$ cat src/rtl/fetch_pc_unit.sv
`default_nettype none
// ============================================================================
// Module      : fetch_pc_unit
// Description : Fetch-stage PC generator feeding the Fetch->Decode register.
//               Owns the program counter and an optional direct-mapped BTB
//               with 2-bit saturating counters.  It also resolves branches
//               returned from Execute, flags mispredictions and redirects.
//
// Build option: FETCH_BTB_EN
//               defined   - BTB lookup/update and predicted-taken fetch.
//               undefined - no BTB storage.  Prediction outputs are tied to 0,
//                           and every taken branch redirects.
//
// Ports       : CLK, RESETn          clock, async active-low reset
//               StallF, MCycleBusy   hold PC / freeze all state
//               PCF                  current fetch PC
//               PredictedTakenF      BTB predicts PCF is a taken branch
//               PredictedBTAF        predicted target (0 when not taken)
//               BranchE, TakenE, PCE, TargetE,
//               PredictedTakenE, PredictedBTAE   resolution from Execute
//               RedirectE            misprediction, correct PC goes next
//
// Revision    : 1.0 - initial release
// ============================================================================
module fetch_pc_unit #(
    parameter logic [31:0] RESET_PC    = 32'h0000_0000,
    parameter int          BTB_ENTRIES = 16
) (
    input  logic        CLK,
    input  logic        RESETn,
    input  logic        StallF,
    input  logic        MCycleBusy,
    output logic [31:0] PCF,
    output logic        PredictedTakenF,
    output logic [31:0] PredictedBTAF,
    input  logic        BranchE,
    input  logic        TakenE,
    input  logic [31:0] PCE,
    input  logic [31:0] TargetE,
    input  logic        PredictedTakenE,
    input  logic [31:0] PredictedBTAE,
    output logic        RedirectE
);

    localparam int IDX = $clog2(BTB_ENTRIES);

    logic [31:0] pc_q;
    logic [31:0] pc_d;
    logic [31:0] correct_pc;
    logic        pred_taken;
    logic [31:0] pred_bta;
    logic        redirect;

    assign correct_pc = (BranchE && TakenE) ? TargetE : (PCE + 32'd4);

`ifdef FETCH_BTB_EN
    localparam int TAGW = 30 - IDX;

    logic [BTB_ENTRIES-1:0] valid_q;
    logic [TAGW-1:0]        tag_q [BTB_ENTRIES];
    logic [31:0]            tgt_q [BTB_ENTRIES];
    logic [1:0]             ctr_q [BTB_ENTRIES];

    logic [IDX-1:0]  idx_f;
    logic [TAGW-1:0] tag_f;
    logic [IDX-1:0]  idx_e;
    logic [TAGW-1:0] tag_e;
    logic            hit_f;
    logic            hit_e;
    logic            upd_e;

    assign idx_f = pc_q[IDX+1:2];
    assign tag_f = pc_q[31:IDX+2];
    assign idx_e = PCE[IDX+1:2];
    assign tag_e = PCE[31:IDX+2];

    // Lookup reads the registered arrays, so a same-cycle update to the
    // same index only becomes visible on the following cycle.
    assign hit_f      = valid_q[idx_f] && (tag_q[idx_f] == tag_f);
    assign pred_taken = hit_f && ctr_q[idx_f][1];
    assign pred_bta   = pred_taken ? tgt_q[idx_f] : 32'd0;

    assign hit_e = valid_q[idx_e] && (tag_q[idx_e] == tag_e);
    assign upd_e = BranchE && !MCycleBusy;

    // A branch is mispredicted on a direction mismatch, on a wrong target
    // for a taken branch, or when a non-branch was predicted taken.
    assign redirect = (BranchE && ((TakenE != PredictedTakenE) ||
                                   (TakenE && (TargetE != PredictedBTAE)))) ||
                      (!BranchE && PredictedTakenE);

    // Only the valid bits are reset; payload is qualified by valid.
    always_ff @(posedge CLK or negedge RESETn) begin
        if (!RESETn) begin
            valid_q <= '0;
        end else if (upd_e && !hit_e && TakenE) begin
            valid_q[idx_e] <= 1'b1;
        end
    end

    always_ff @(posedge CLK) begin
        if (upd_e) begin
            if (hit_e) begin
                if (TakenE) begin
                    tgt_q[idx_e] <= TargetE;
                    if (ctr_q[idx_e] != 2'd3) begin
                        ctr_q[idx_e] <= ctr_q[idx_e] + 2'd1;
                    end
                end else if (ctr_q[idx_e] != 2'd0) begin
                    ctr_q[idx_e] <= ctr_q[idx_e] - 2'd1;
                end
            end else if (TakenE) begin
                // Fresh allocations start weakly taken.
                tag_q[idx_e] <= tag_e;
                tgt_q[idx_e] <= TargetE;
                ctr_q[idx_e] <= 2'd2;
            end
        end
    end
`else
    logic           unused_pred;
    logic [IDX-1:0] unused_idx;

    assign unused_pred = ^{PredictedTakenE, PredictedBTAE};
    assign unused_idx  = pc_q[IDX+1:2];

    assign pred_taken = 1'b0;
    assign pred_bta   = 32'd0;
    // With no prediction, every taken branch leaves the sequential path.
    assign redirect   = BranchE && TakenE;
`endif

    // Next-PC priority: freeze, redirect (beats stall), stall, predict, +4.
    always_comb begin
        pc_d = pc_q + 32'd4;
        if (MCycleBusy) begin
            pc_d = pc_q;
        end else if (redirect) begin
            pc_d = correct_pc;
        end else if (StallF) begin
            pc_d = pc_q;
        end else if (pred_taken) begin
            pc_d = pred_bta;
        end
    end

    always_ff @(posedge CLK or negedge RESETn) begin
        if (!RESETn) begin
            pc_q <= RESET_PC;
        end else begin
            pc_q <= pc_d;
        end
    end

    assign PCF             = pc_q;
    assign PredictedTakenF = pred_taken;
    assign PredictedBTAF   = pred_bta;
    assign RedirectE       = redirect;

endmodule
`default_nettype wire

$ cat config.mk
export PLATFORM = sky130hd
export DESIGN_NAME = fetch_pc_unit
export DESIGN_NICKNAME = d
export VERILOG_FILES = /design/src/rtl/fetch_pc_unit.sv
export SDC_FILE = /design/constraint.sdc
export NUM_CORES = 1
export LEC_CHECK = 0
export ABC_AREA = 1
export ABC_CLOCK_PERIOD_IN_PS = 3000
export BUFFER_PORTS_ARGS = -buffer_cell sky130_fd_sc_hd__buf_4
export CORE_ASPECT_RATIO = 0.7
export CORE_UTILIZATION = 48
export CTS_BUF_LIST = sky130_fd_sc_hd__clkbuf_2
export DETAILED_ROUTE_END_ITERATION = 12
export PLACE_DENSITY = 0.86
export SYNTH_ARGS = -nofsm -noshare
export SYNTH_HDL_FRONTEND = slang
export SYNTH_SLANG_ARGS = --single-unit
$ cat constraint.sdc
create_clock -name CLK -period 3 [get_ports CLK]
set_input_delay 0.15 -clock CLK [delete_from_list [all_inputs] [get_ports CLK]]
set_output_delay 0.15 -clock CLK [all_outputs]
set_load 0.05 [all_outputs]
==> flow_metrics.py <==
metrics = {
    "timing": {
        "fin_crit_sh": 0.570,
        "worst_slew_pin_slew_ns": 0.788,
        "max_freq_mhz": 584,
        "slew_headroom": 0.474,
        "layout_min_cycle_time_ns": 1.71,
        "fin_skew_ns": 0.00984,
        "hold_viol": 0,
        "tns_ns": 0,
        "setup_viol_count_final": 0,
        "grt_setup_unrepaired": "false",
        "drv_slew": 0,
    },
    "logic_synthesis": {
        "synth_top_area_frac": 0.295,
        "yosysWarningCount": 0,
        "synth_top_family_by_area": "simple AND/OR/NAND/NOR gates",
        "synth_top_area_cell": "dfrtp_1",
        "synth.distinct_cells": 28,
        "synth-edff-count": 0,
        "synth-simple-area-share": 0.411,
        "ys_ff_latch": 32,
        "synthCells": 433,
        "muxShareOfSynthArea": 0.00831,
        "synth_flop_cell": "dfrtp_1",
        "synthAdderAreaFrac": 0.00461,
        "synth-async-reset-ratio": 1.00,
        "avgSynthCellArea_um2": 6.26,
        "yosysMostFrequentCell": "nand2_1",
        "synth_compound_area_frac": 0.102,
        "ys_top_cells_by_area": "dfrtp_1, nand2_1, buf_4",
        "ys_seq_area_frac": 0.295,
        "synth_xor_area_frac": 0,
        "synth_area_mm2": 0.00271,
        "synth_common_cells": "nand2_1, nor2_1, inv_1",
    },
    "layout": {
        "post-route-cell-area_mm2": 0.00320,
        "layout-drive-gt1-share": 0.207,
        "largest_reg_flops": 32,
        "final_nets": 606,
        "fillers": 522,
        "syn2layout_area_growth_pct": 17.9,
        "n_antenna_cell": 0,
    },
    "die": {
        "num_rows": 22,
        "core_area_mm2": 0.00534,
        "fp.dieArea_mm2": 0.00596,
        "die_width_um": 91.8,
        "num_io_pins": 169,
        "die_y_um": 64.9,
        "start_util": 0.508,
    },
    "cts": {
        "cts_tree": "done",
        "clock-sinks": 32,
        "cts_root_buf": "clkbuf_2",
        "numCtsBuffers": 5,
        "clock_latency_ns": 0.38,
        "ctsResizeCount": 0,
        "cts_hold_buf": 3,
        "cts_setup_buffers": 0,
        "clkTransAtPathRegs_ns": 0.17,
        "ctsLongestPathBuffers": 2,
        "cts.htree.levels": 2,
    },
    "critical_path": {
        "cp.required_ns": 2.85,
        "cp_top_family": "buffers and inverters",
        "path_common_cell": "buf_4",
        "start_kind": "input port",
        "cp.arrival_ns": 1.56,
        "worst_r2r_endpoint": "PCF[16]$_DFFE_PN0P_",
        "crit_fanout": 57,
        "r2r_cells": 10,
        "path_cells": "buf_4 -> nand2_1 -> buf_4 -> inv_1 -> buf_4",
        "cpMaxStageDelayCell": "buf_4",
        "timing.rr.start": "PCF[3]$_DFFE_PN0P_",
        "rrSetupSlack_ns": 1.30,
        "criticalPathCategory": "in2out",
        "max_stage_delay_ns": 0.46,
        "end_kind": "output pin",
        "cp_num_buf_inv": 4,
    },
    "pwr": {
        "p_leak_nw": 1.67,
        "p_per_area_mw_per_mm2": 595,
        "ir_worst_vdd_v": 0.000335,
    },
    "routing": {
        "drc_errors": 0,
        "firstDrtPassIters": 4,
        "wl_per_cell_um": 12.2,
        "drt_iter0_markers": 241,
        "wl_um": 7020,
        "drtAntennaViolNets": 0,
        "avgViaCountPerCell": 4.99,
        "vias": 2866,
    },
    "global_route": {
        "top_usage_layer": "met2",
        "grt_pass1_vias": 2581,
        "use_met1": 0.324,
        "track_usage": 0.244,
        "grt_max_degree": 58,
        "met3_usage": 0.0528,
        "antenna_found_initial": 0,
        "grt_first_pass_wirelength_um": 11500,
        "gr-usage-met2": 0.389,
        "grt.overflow.total": 0,
    },
    "job": {
        "drv_cap": 0,
    },
    "placed_design": {
        "dpl_cell_area_mm2": 0.00313,
        "io_buffers": 70,
        "hpwl_um": 5180,
        "gp_congestion": 0.948,
    },
    "worst_hold_path": {
        "hold_end": "PCF[3]$_DFFE_PN0P_",
        "min-delay-start": "TargetE[3]",
        "hold_class": "in2reg",
        "hold-path-cell-count": 3,
    },
    "outcome": {
        "status": "finished, final reports clean",
    },
}
-- cell type report --
| class | instances | area [um2] | area share |
|---|---|---|---|
| Inverter | 40 | 150 | 0.0470 |
| Multi-Input combinational cell | 348 | 1550 | 0.485 |
| Sequential cell | 32 | 801 | 0.250 |
| Clock buffer | 6 | 30.0 | 0.00939 |
| Clock inverter | 1 | 5.00 | 0.00157 |
| Timing Repair Buffer | 75 | 571 | 0.178 |
| Tap cell | 72 | 90.1 | 0.0282 |
-- tightest hold or removal path, delay by kind of cell --
family,cells,cell delay [ns]
buffers and inverters,1,0.10
AO/OA/AOI/OAI,1,0.07
AND/OR/NAND/NOR,1,0.05
-- worst max path at each step --
stage                       start                   to  slack, ns  depth (start not counted)
2_1_floorplan  PCF[3]$_DFFE_PN0P_  PCF[16]$_DFFE_PN0P_       1.19                         10
3_3_place_gp              BranchE  PCF[13]$_DFFE_PN0P_       1.10                         10
3_5_place_dp              BranchE  PCF[13]$_DFFE_PN0P_       1.07                         10
4_1_cts                   BranchE            RedirectE       1.30                          5
5_1_grt        PCF[3]$_DFFE_PN0P_  PCF[24]$_DFFE_PN0P_       1.12                         10
6_report                  BranchE            RedirectE       1.29                          5
-- cells in the final DEF, fill, tap and decap left out, types with 3 or more instances in the layout --
master	n
a21oi_1	23
conb_1	33
nand2_2	5
nor2_4	6
dfrtp_1	32
inv_1	38
buf_4	72
nor2_1	68
nand2_1	133
nand3_1	32
dlygate4sd3_1	3
clkbuf_2	6
nor2_2	3
o21ai_0	27
or2_2	4
-- cell families (layout without fill, tap and decap cells) --
kind of cell / after synthesis / in the layout
simple gates: 258 / 258
buf+inv: 85 / 122
compound gates: 54 / 54
flops: 32 / 32
mux: 2 / 2
fa+ha+maj: 1 / 1
other cells: 1 / 33
-- metrics by stage --
stage	setup slack [ns]	cells	power (mW)	util	hold slack, ns
6_report	1.29	574	1.90	0.599	0.0145
5_1_grt	1.12	574	2.02	0.599	0.0169
4_1_cts	1.30	574	1.90	0.599	0.0113
3_3_place_gp	1.10	564	1.66	0.586	0.115
3_5_place_dp	1.07	564	1.69	0.586	0.122
2_1_floorplan	1.19	465	1.42	-	-0.146
-- per-layer routing --
| layer | up-vias | routed length, um |
|---|---|---|
| met4 | 0 | 99 |
| met5 | - | 0 |
| met3 | 16 | 667 |
| li1 | 1422 | - |
| met1 | 1283 | 3170 |
| met2 | 145 | 3080 |
-- power breakdown --
part	internal (mW)	total [mW]	switching, mW
Sequential	0.525	0.672	0.147
Combinational	0.281	1.02	0.738
Clock	0.0556	0.212	0.156
Power figures use the tool's default switching activity.
